### config.mk
export PLATFORM = sky130hd
export DESIGN_NAME = redmule_mx_block_encoder
export DESIGN_NICKNAME = d
export VERILOG_FILES = /design/src/rtl/redmule_mx_block_encoder.sv
export SDC_FILE = /design/constraint.sdc
export NUM_CORES = 2
export LEC_CHECK = 0
export ABC_AREA = 1
export CORE_MARGIN = 1
export CORE_UTILIZATION = 50
export CTS_CLUSTER_SIZE = 28
export DETAILED_ROUTE_END_ITERATION = 7
export PLACE_DENSITY = 0.75
export RECOVER_POWER = 50
export SYNTH_ARGS = -nofsm -noshare
export SYNTH_HDL_FRONTEND = slang
export SYNTH_SLANG_ARGS = --single-unit
export TNS_END_PERCENT = 30
### constraint.sdc
create_clock -name clk_i -period 12 [get_ports clk_i]
set_input_delay 1.8 -clock clk_i [delete_from_list [all_inputs] [get_ports clk_i]]
set_output_delay 1.8 -clock clk_i [all_outputs]
set_load 0.02 [all_outputs]
### src/rtl/redmule_mx_block_encoder.sv
// redmule_mx_block_encoder
//   Collects one MX block of NUM_ELEMS FP16 elements from the RedMulE output
//   stream, derives the shared E8M0 scale and quantises each element to FP8
//   (E4M3 or E5M2, chosen per block). A block may be closed early with
//   fp16_last_i; slots that were never written encode as zero.
//
// Ports
//   clk_i, rst_ni          clock, asynchronous active-low reset
//   fmt_i                  0 = E4M3, 1 = E5M2 (taken from the first beat)
//   fp16_valid_i/ready_o   input beat handshake
//   fp16_data_i            NUM_LANES FP16 lanes, lane l at [BITW*l +: BITW]
//   fp16_last_i            close the block on this beat
//   mx_val_valid_o/ready_i packed FP8 values handshake
//   mx_val_data_o          element i at [8*i +: 8]
//   mx_exp_valid_o/ready_i shared exponent handshake
//   mx_exp_data_o          E8M0 shared exponent
//   busy_o                 block in flight
module redmule_mx_block_encoder #(
    parameter int unsigned DATA_W    = 256,
    parameter int unsigned BITW      = 16,
    parameter int unsigned NUM_LANES = 8
) (
    input  logic                      clk_i,
    input  logic                      rst_ni,
    input  logic                      fmt_i,
    input  logic                      fp16_valid_i,
    output logic                      fp16_ready_o,
    input  logic [NUM_LANES*BITW-1:0] fp16_data_i,
    input  logic                      fp16_last_i,
    output logic                      mx_val_valid_o,
    input  logic                      mx_val_ready_i,
    output logic [DATA_W-1:0]         mx_val_data_o,
    output logic                      mx_exp_valid_o,
    input  logic                      mx_exp_ready_i,
    output logic [7:0]                mx_exp_data_o,
    output logic                      busy_o
);

    localparam int unsigned NUM_ELEMS = DATA_W / 8;
    localparam int unsigned BEATS     = NUM_ELEMS / NUM_LANES;
    localparam int unsigned CNT_W     = (BEATS > 1) ? $clog2(BEATS) : 1;
    localparam logic [CNT_W-1:0] LAST_CNT = CNT_W'(BEATS - 1);

    if ((NUM_ELEMS % NUM_LANES) != 0) begin : g_bad_lanes
        $error("NUM_ELEMS must be a multiple of NUM_LANES");
    end
    if (BITW != 16) begin : g_bad_bitw
        $error("only FP16 input elements are supported");
    end

    typedef enum logic [1:0] {
        S_FILL,
        S_ENCODE,
        S_OUT
    } state_e;

    state_e                      r_state, w_state_nxt;
    logic [CNT_W-1:0]            r_cnt;
    logic                        r_fmt;
    logic signed [7:0]           r_max_exp;
    logic                        r_any_nz;
    logic                        r_nan;
    logic [NUM_LANES*BITW-1:0]   r_beats [BEATS];
    logic [NUM_LANES*8-1:0]      r_out   [BEATS];
    logic                        r_val_valid;
    logic                        r_exp_valid;
    logic [7:0]                  r_exp_data;

    logic                        w_fill_hs, w_first, w_close;
    logic                        w_val_hs, w_exp_hs, w_val_left, w_exp_left, w_out_done;
    logic signed [7:0]           w_beat_max, w_new_max, w_x;
    logic                        w_beat_any, w_beat_nan;
    logic [7:0]                  w_shared;
    logic [NUM_LANES*8-1:0]      w_enc_beat;

    // Unbiased exponent used for the block maximum; subnormals count as -14.
    function automatic logic signed [7:0] f_exp_of(input logic [15:0] h);
        return (h[14:10] == 5'd0) ? -8'sd14 : ($signed({3'b000, h[14:10]}) - 8'sd15);
    endfunction

    // Scale h by 2^-x and round-to-nearest-even into E4M3/E5M2, saturating.
    // The input is normalised first so subnormal FP16 values always take a
    // right shift of at least 7; the code is then ((eu-emin) << mb) + q in the
    // normal range (mantissa carry ripples into the exponent) or q below it.
    function automatic logic [7:0] f_quant(input logic [15:0] h,
                                           input logic signed [7:0] x,
                                           input logic fmt);
        logic              sgn;
        logic [4:0]        e;
        logic [9:0]        m;
        logic [3:0]        p;
        logic [10:0]       mn;
        logic signed [7:0] eu, emin, mb, shs, d;
        logic [4:0]        sh;
        logic [15:0]       mn16, q16, gsh, rmask;
        logic              g, st;
        logic [4:0]        qr;
        logic [9:0]        code, cmax;
        sgn  = h[15];
        e    = h[14:10];
        m    = h[9:0];
        emin = fmt ? -8'sd14 : -8'sd6;
        mb   = fmt ? 8'sd2 : 8'sd3;
        cmax = fmt ? 10'h07B : 10'h07E;
        if (e == 5'd0) begin
            p = '0;
            for (int unsigned i = 0; i < 10; i++) begin
                if (m[i]) p = 4'(i);
            end
            eu = $signed({4'b0000, p}) - 8'sd24;
            mn = {1'b0, m} << (4'd10 - p);
        end else begin
            eu = $signed({3'b000, e}) - 8'sd15;
            mn = {1'b1, m};
        end
        eu    = eu - x;
        shs   = ((eu < emin) ? emin : eu) - eu + 8'sd10 - mb;
        sh    = (shs > 8'sd15) ? 5'd15 : shs[4:0];
        mn16  = {5'b00000, mn};
        q16   = mn16 >> sh;
        gsh   = mn16 >> (sh - 5'd1);
        g     = gsh[0];
        rmask = (16'd1 << (sh - 5'd1)) - 16'd1;
        st    = |(mn16 & rmask);
        qr    = q16[4:0] + {4'b0000, g & (st | q16[0])};
        if (eu < emin) begin
            code = {5'b00000, qr};
        end else begin
            d    = eu - emin;
            code = ({4'b0000, d[5:0]} << mb[1:0]) + {5'b00000, qr};
        end
        if (code > cmax) code = cmax;
        if ((e == 5'd0) && (m == 10'd0)) code = '0;
        return {sgn, code[6:0]};
    endfunction

    // Beat statistics; -14 is the floor so max() works without a valid flag.
    always_comb begin
        w_beat_max = -8'sd14;
        w_beat_any = 1'b0;
        w_beat_nan = 1'b0;
        for (int unsigned l = 0; l < NUM_LANES; l++) begin
            if (fp16_data_i[BITW*l+10 +: 5] == 5'h1F) begin
                w_beat_nan = 1'b1;
            end else if (fp16_data_i[BITW*l +: 15] != 15'd0) begin
                w_beat_any = 1'b1;
                if (f_exp_of(fp16_data_i[BITW*l +: BITW]) > w_beat_max)
                    w_beat_max = f_exp_of(fp16_data_i[BITW*l +: BITW]);
            end
        end
    end

    assign w_fill_hs  = (r_state == S_FILL) && fp16_valid_i;
    assign w_first    = (r_cnt == '0);
    assign w_close    = fp16_last_i || (r_cnt == LAST_CNT);
    assign w_new_max  = (w_first || (w_beat_max > r_max_exp)) ? w_beat_max : r_max_exp;

    assign w_val_hs   = r_val_valid && mx_val_ready_i;
    assign w_exp_hs   = r_exp_valid && mx_exp_ready_i;
    assign w_val_left = r_val_valid && !w_val_hs;
    assign w_exp_left = r_exp_valid && !w_exp_hs;
    assign w_out_done = !w_val_left && !w_exp_left;

    assign w_x      = r_max_exp - (r_fmt ? 8'sd15 : 8'sd8);
    assign w_shared = r_nan ? 8'hFF : (!r_any_nz ? 8'h00 : 8'(w_x + 8'sd127));

    always_comb begin
        w_enc_beat = '0;
        for (int unsigned l = 0; l < NUM_LANES; l++) begin
            w_enc_beat[8*l +: 8] = r_nan ? 8'h00 : f_quant(r_beats[r_cnt][BITW*l +: BITW], w_x, r_fmt);
        end
    end

    always_ff @(posedge clk_i or negedge rst_ni) begin
        if (!rst_ni) r_state <= S_FILL;
        else         r_state <= w_state_nxt;
    end

    always_comb begin
        w_state_nxt  = r_state;
        fp16_ready_o = 1'b0;
        unique case (r_state)
            S_FILL: begin
                fp16_ready_o = 1'b1;
                if (fp16_valid_i && w_close) w_state_nxt = S_ENCODE;
            end
            S_ENCODE: begin
                if (r_cnt == LAST_CNT) w_state_nxt = S_OUT;
            end
            S_OUT: begin
                if (w_out_done) w_state_nxt = S_FILL;
            end
            default: w_state_nxt = S_FILL;
        endcase
    end

    always_ff @(posedge clk_i or negedge rst_ni) begin
        if (!rst_ni) begin
            r_cnt       <= '0;
            r_fmt       <= 1'b0;
            r_max_exp   <= -8'sd14;
            r_any_nz    <= 1'b0;
            r_nan       <= 1'b0;
            r_beats     <= '{default: '0};
            r_out       <= '{default: '0};
            r_val_valid <= 1'b0;
            r_exp_valid <= 1'b0;
            r_exp_data  <= '0;
        end else begin
            unique case (r_state)
                S_FILL: begin
                    if (w_fill_hs) begin
                        r_beats[r_cnt] <= fp16_data_i;
                        if (w_first) r_fmt <= fmt_i;
                        r_max_exp <= w_new_max;
                        r_any_nz  <= w_beat_any || (!w_first && r_any_nz);
                        r_nan     <= w_beat_nan || (!w_first && r_nan);
                        r_cnt     <= w_close ? '0 : r_cnt + 1'b1;
                    end
                end
                S_ENCODE: begin
                    r_out[r_cnt] <= w_enc_beat;
                    if (r_cnt == LAST_CNT) begin
                        r_cnt       <= '0;
                        r_val_valid <= 1'b1;
                        r_exp_valid <= 1'b1;
                        r_exp_data  <= w_shared;
                    end else begin
                        r_cnt <= r_cnt + 1'b1;
                    end
                end
                S_OUT: begin
                    if (w_val_hs) r_val_valid <= 1'b0;
                    if (w_exp_hs) r_exp_valid <= 1'b0;
                    // Clearing here makes early-closed blocks see zero slots.
                    if (w_out_done) r_beats <= '{default: '0};
                end
                default: ;
            endcase
        end
    end

    always_comb begin
        mx_val_data_o = '0;
        for (int unsigned b = 0; b < BEATS; b++) begin
            mx_val_data_o[b*NUM_LANES*8 +: NUM_LANES*8] = r_out[b];
        end
    end

    assign mx_val_valid_o = r_val_valid;
    assign mx_exp_valid_o = r_exp_valid;
    assign mx_exp_data_o  = r_exp_data;
    assign busy_o         = (r_state != S_FILL) || (r_cnt != '0);

endmodule

Yosys cells after proc, flatten, opt, wreduce, memory -nomap -nowiden
Index checks and enable logic that the tools add are counted.
{"block": "totals", "word_cells": 557, "ramBits": 0, "output_inout_bits": 268, "register_bits": 793, "n_memories": 0, "latch_bits": 0, "input_bits": 135, "rom_bits": 0}
{"block": "classes", "bitwise": 25, "muxes": 232, "eq_ne": 17, "n_reduce_logical": 84, "n_mul": 0, "n_div": 0, "n_lt_le_gt_ge": 35, "addsub": 107, "shifts": 40}
{"op": "$mux W512", "n": 2}
{"op": "$pmux W512 S2", "n": 1}
{"op": "$bwmux W512", "n": 1}
{"op": "$mux W8", "n": 58}
{"op": "$mux W128", "n": 3}
{"op": "$mux W4", "n": 73}
{"op": "$bmux W128 S2", "n": 1}
{"op": "$bwmux W256", "n": 1}
{"op": "$demux W128 S2", "n": 1}
{"op": "$sub A8 B8 Y8", "n": 23}
{"op": "$and A11 B16 Y16", "n": 8}
{"op": "$demux W64 S2", "n": 1}
{"op": "$reduce_or A16 Y1", "n": 8}
{"op": "$shl A1 B5 Y16 const A", "n": 8}
{"op": "$sub A16 B1 Y16 const B", "n": 8}
{"op": "$reduce_bool A15 Y1", "n": 8}
{"op": "$mux W7", "n": 16}
{"op": "$sub A5 B4 Y6 const B", "n": 16}
{"op": "$mux W11", "n": 8}
{"op": "$shl A10 B4 Y11", "n": 8}
{"op": "$shr A11 B5 Y1", "n": 8}
{"op": "$shr A11 B5 Y5", "n": 8}
{"op": "$add A10 B5 Y10", "n": 8}
{"op": "$gt A10 B7 Y1", "n": 8}
{"op": "43 further kinds", "n": 255}

Logic depth before layout (Yosys ltp)
{"block": "depth", "ltp_word": 39, "depth_mapped": 96, "depth_no_buf": 89}

Worst setup path before layout
OpenSTA, ideal clock, no wires.
{"block": "synth_path", "kind": "input-to-reg", "startpoint": "in fp16_data_i[10]", "endpoint": "reg r_max_exp[2]", "required_time_ps": 11868, "path_stages": 89, "setup_slack_ps": -1790, "setup_time_ps": 132, "path_buffers": 7, "arrival_time_ps": 13658, "path_cell_list": "inv_1 -> ha_1 -> nand4_1 -> inv_1 -> a21oi_1 -> o21ai_0 -> nand2_1 -> o21ai_0 -> nand2_1 -> nand3_1 -> or2_2 -> ha_1 -> a21oi_1 -> o21ai_0 -> a21oi_1 -> nor2_1 -> o32ai_1 -> nand2_1 -> (+53 left out) -> ha_1 -> nand2_1 -> nor2_1 -> a211oi_1 -> o211ai_1 -> o21ai_0 -> nand2_1 -> o2111ai_1 -> mux2i_1 -> ha_1 -> a21oi_1 -> nor2_1 -> nor2_1 -> o211ai_1 -> o211ai_1 -> a21oi_1 -> clkbuf_1 -> o21ai_0"}
{"block": "synth_between", "elab_chain_len": 37, "word_cells_on_any_way": 40, "cone_classes": "add/sub: 1; order compare: 9; eq/ne: 1; mux: 25; reduce/logical: 4"}
{"element": "start: declaration", "line": "28", "rtl": "input logic [NUM_LANES*BITW-1:0] fp16_data_i,"}
{"element": "$sub A5 B4 Y6 / $logic_not A5 Y1 (equally long branches)", "line": "78", "rtl": "return (h[14:10] == 5'd0) ? -8'sd14 : ($signed({3'b000, h[14:10]}) - 8'sd15);"}
{"element": "$mux W8", "line": "78"}
{"element": "$gt A8 B5 Y1", "line": "147", "rtl": "if (f_exp_of(fp16_data_i[BITW*l +: BITW]) > w_beat_max)"}
{"element": "$mux W8", "line": "147"}
{"element": "$mux W8", "line": "145", "rtl": "end else if (fp16_data_i[BITW*l +: 15] != 15'd0) begin"}
{"element": "$mux W8 (*)", "line": "143", "rtl": "if (fp16_data_i[BITW*l+10 +: 5] == 5'h1F) begin"}
{"element": "$gt A8 B8 Y1", "line": "147"}
{"element": "$mux W8", "line": "147"}
{"element": "(+22 left out)"}
{"element": "$gt A8 B8 Y1", "line": "147"}
{"element": "$mux W8", "line": "147"}
{"element": "$mux W8", "line": "145"}
{"element": "$mux W8 (*)", "line": "143"}
{"element": "net w_beat_max[1]", "line": "71", "rtl": "logic signed [7:0] w_beat_max, w_new_max, w_x;"}
{"element": "$gt A8 B8 Y1 (*)", "line": "156", "rtl": "assign w_new_max = (w_first || (w_beat_max > r_max_exp)) ? w_beat_max : r_max_exp;"}
{"element": "$logic_or A1 B1 Y1 (*)", "line": "156"}
{"element": "$reduce_and A3 Y1 (no line) (*)"}
{"element": "end signal: assignment", "line": "201", "rtl": "r_max_exp <= -8'sd14;"}
{"element": "end signal: assignment", "line": "215", "rtl": "r_max_exp <= w_new_max;"}
{"element": "end: declaration", "line": "60", "rtl": "logic signed [7:0] r_max_exp;"}
The timed path passes the listed nets; every way through them passes the cells marked *.
A chain may end at the register's enable or synchronous reset.

Worst setup path in the final report
{"block": "layout_path", "startpoint": "in fp16_data_i[3]", "endpoint": "reg r_max_exp[6]"}
{"block": "layout_between", "elab_chain_len": 34}
{"element": "$reduce_bool A15 Y1 (*)", "line": "145"}
{"element": "$mux W8 (*)", "line": "145"}
{"element": "$mux W8 (*)", "line": "143"}
{"element": "$gt A8 B8 Y1", "line": "147"}
{"element": "$mux W8", "line": "147"}
{"element": "$mux W8", "line": "145"}
{"element": "$mux W8 (*)", "line": "143"}
{"element": "$gt A8 B8 Y1", "line": "147"}
{"element": "(+19 left out)"}
{"element": "$gt A8 B8 Y1", "line": "147"}
{"element": "$mux W8", "line": "147"}
{"element": "$mux W8", "line": "145"}
{"element": "$mux W8 (*)", "line": "143"}
{"element": "net w_beat_max[1]", "line": "71"}
{"element": "$gt A8 B8 Y1 (*)", "line": "156"}
{"element": "$logic_or A1 B1 Y1 (*)", "line": "156"}
{"element": "$reduce_and A3 Y1 (no line) (*)"}
Marked as above.

==> out/metrics.cfg <==
[setup_path]
arrival_ns = 13.59
r2r_start = r_cnt[0]
r2r_cells = 62
crit_top_cell = o211ai_1
regToRegSetupSlack_ns = -0.81
end_kind = flop
cp-start-kind = input pin
max_stage_delay_ns = 0.49
reg2reg_to = mx_val_data_o[142]
critPathSlowestCell = clkdlybuf4s50_1
critPathKind = in2reg
critPathMaxFanout = 6
critPathRequiredTime_ns = 12.62

[synth]
yosysMostFrequentCell = nand2_1
synth_flop_cell = dfrtp_1
ys_ff_latch = 791
synthTopCellsByArea = dfrtp_1 (33%), nand2_1 (16%), ha_1 (7.5%)
synth_area_per_cell_um2 = 6.81
synth_warnings = 0
synth_cell_types = 70
postSynthCellCount = 8805
synth_edf_count = 0
synth_commonest_cells = nand2_1 (2,524), inv_1 (1,091), nand3_1 (851)
netlist_area_um2 = 60000
synth_top_area_share_pct = 32.9
yosysTopAreaCell = dfrtp_1
async_flop_share_pct = 100
ys_seq_area_share_pct = 33.0

[global_routing]
grt-ovfl-total = 0
track_usage_pct = 33.8
grt_pass1_wl_um = 327000
grt_pass1_vias = 57700
grt_max_degree = 149
antenna_found_initial = 8

[place]
dpl.hpwl_um = 152000
placed_area_um2 = 66800
gp_congestion = 0.989
dp_cells = 10800
io_buffers = 402

[clock_tree]
cts_root_buffer = clkbuf_16
clock_tree.buffer_depth = 3
cts_hold_buf = 0
cts_tree = yes
clkTransAtPathRegs_ns = 0.06
insertion_delay_ns = 0.69
cts_buffers = 87
clock-sinks = 791
h-tree-depth = 3

[floorplanning]
die_x_um = 348
coreArea_um2 = 119000
pin_count = 403
dieArea_um2 = 121000
die_h_um = 348
start_util_pct = 50.6
row_count = 126

[sta]
max_slew_margin_pct = -355
worst_pin_slew_ns = 6.83
grt_setup_unrepaired = true
finClkSkew_ns = 0.0484
max_freq_mhz = 77.1
post-route-period-util_pct = 108
slew_violations = 1334
setup_ws_ns = -0.972
hold_violations = 0
setup-violations-final = 120
period_needed_ns = 12.97

[route]
first_iter_violations = 6297
drt_wl_total_um = 210000
ant_nets = 0
via_per_inst = 5.67
num_vias = 62200
routedWlPerCell_um = 19.2
drc = 0
dr.pass1.iters = 6

[run]
drv_cap = 18

[finish]
fill_cells = 11100
diodes = 0
stdcell_count = 11000
fin_area_um2 = 71000
final_nets = 9839
drive_above_1_share_pct = 9.05
final_core_utilization_pct = 59.9
syn2layout_area_growth_pct = 18.3

[status]
status = finished, violations left
violations = capacitance limit, slew limit, setup timing

[hold_path]
min_to = mx_val_data_o[210]
worstHoldPathCells = 2
holdCritStartpoint = mx_val_data_o[210]
hold_path.class = reg2reg

## how the worst max path moves through the flow
stage                               to  slack [ns]             from
final                     r_max_exp[6]       -0.97   fp16_data_i[3]
after CTS                 r_max_exp[0]       -0.88   fp16_data_i[7]
after detailed placement  r_max_exp[3]       -2.92  fp16_data_i[11]
after floorplan           r_max_exp[3]       -0.80  fp16_data_i[11]
after global placement    r_max_exp[6]       -2.80  fp16_data_i[10]
after global routing      r_max_exp[1]       -1.83   fp16_data_i[3]
## routing by layer
layer	GRT usage, %	part of all wire, %
met3	6.57	9.5
met4	8.90	2.8
met2	50.5	42
met1	49.7	45
met5	0	0.055
## metrics by stage
| step | setup slack, ns | hold WS (ns) | TNS (ns) |
|---|---|---|---|
| 5_1_grt | -1.83 | 0.497 | -324.27 |
| 3_3_place_gp | -2.80 | 0.460 | -16.71 |
| 2_1_floorplan | -0.804 | 0.448 | -4.77 |
| 6_report | -0.972 | 0.472 | -58.54 |
| 3_5_place_dp | -2.92 | 0.466 | -17.36 |
| 4_1_cts | -0.877 | 0.483 | -5.03 |
## cell usage in the layout (no fill, tap or decap), drive strengths merged, types with 4 or more instances in the layout
master         instances
a21oi                351
a32oi                 25
o2111ai                7
mux2i                  8
xor2                 116
a2bb2oi                8
nand2               2580
buf                  313
conb                  16
clkbuf               148
o211ai                37
dfrtp                788
fa                    41
a211oi                 7
nand3b                25
a32o                   4
o21ai                899
a31oi                 16
clkdlybuf4s50        127
nand3                873
and2                   8
nor2                 598
ha                   360
clkinv                34
xnor2                 36
or2                   45
nor4                  22
clkinvlp               7
bufinv                 8
nand4                181
nor3                  63
o22ai                186
dlygate4sd3          265
inv                 1135
## critical path: cells and delay by family
family                     cells  cell delay [ns]
AOI/OAI and AO/OA             40             5.35
xor gates and xnor gates       1             0.18
adders and majority gates      8             2.26
and+or+nand+nor               21             2.18
muxes                          1             0.27
buffers and inverters          8             1.54
## sequential cells by signal (all words and copies together), names as in the netlist
register / count
mx_exp_data_o: 8
mx_val_valid_o: 1
r_beats: 512
r_max_exp: 6
mx_exp_valid_o: 1
r_fmt: 1
r_state: 2
mx_val_data_o: 256
r_nan: 1
r_any_nz: 1
r_cnt: 2
## final cells by class
| class | instances | area (um2) | area share [%] |
|---|---|---|---|
| inverter | 1149 | 4360 | 6.14 |
| clock inverter | 35 | 519 | 0.731 |
| sequential | 791 | 19800 | 27.9 |
| clock buffer | 123 | 2550 | 3.60 |
| tap | 1600 | 2000 | 2.82 |
| timing repair buffer | 734 | 6710 | 9.46 |
| multi-input combinational | 6540 | 35000 | 49.4 |
## cells by family after synthesis
kind of cell,Yosys count,share of synthesized area [%]
AO/OA/AOI/OAI,1560,14.2
XOR/XNOR,152,2.31
adder cells (fa/ha/maj),401,8.88
buffers and inverters,1494,10.0
flip-flops,791,33.0
multiplexers,8,0.133
other,1,0.00625
AND/OR/NAND/NOR,4398,31.5
## what timing repair did
item | 4_1_cts | 5_1_grt
cloned | 7 | 3
resized for setup | 67 | 163
pin swaps | 57 | 64
setup buffers | 9 | 32
endpoints found under the setup margin | 6 | 230
Power is left out: the tool's default activity adds up to more than one toggle a clock period on the data nets, which glitch-free logic cannot reach.
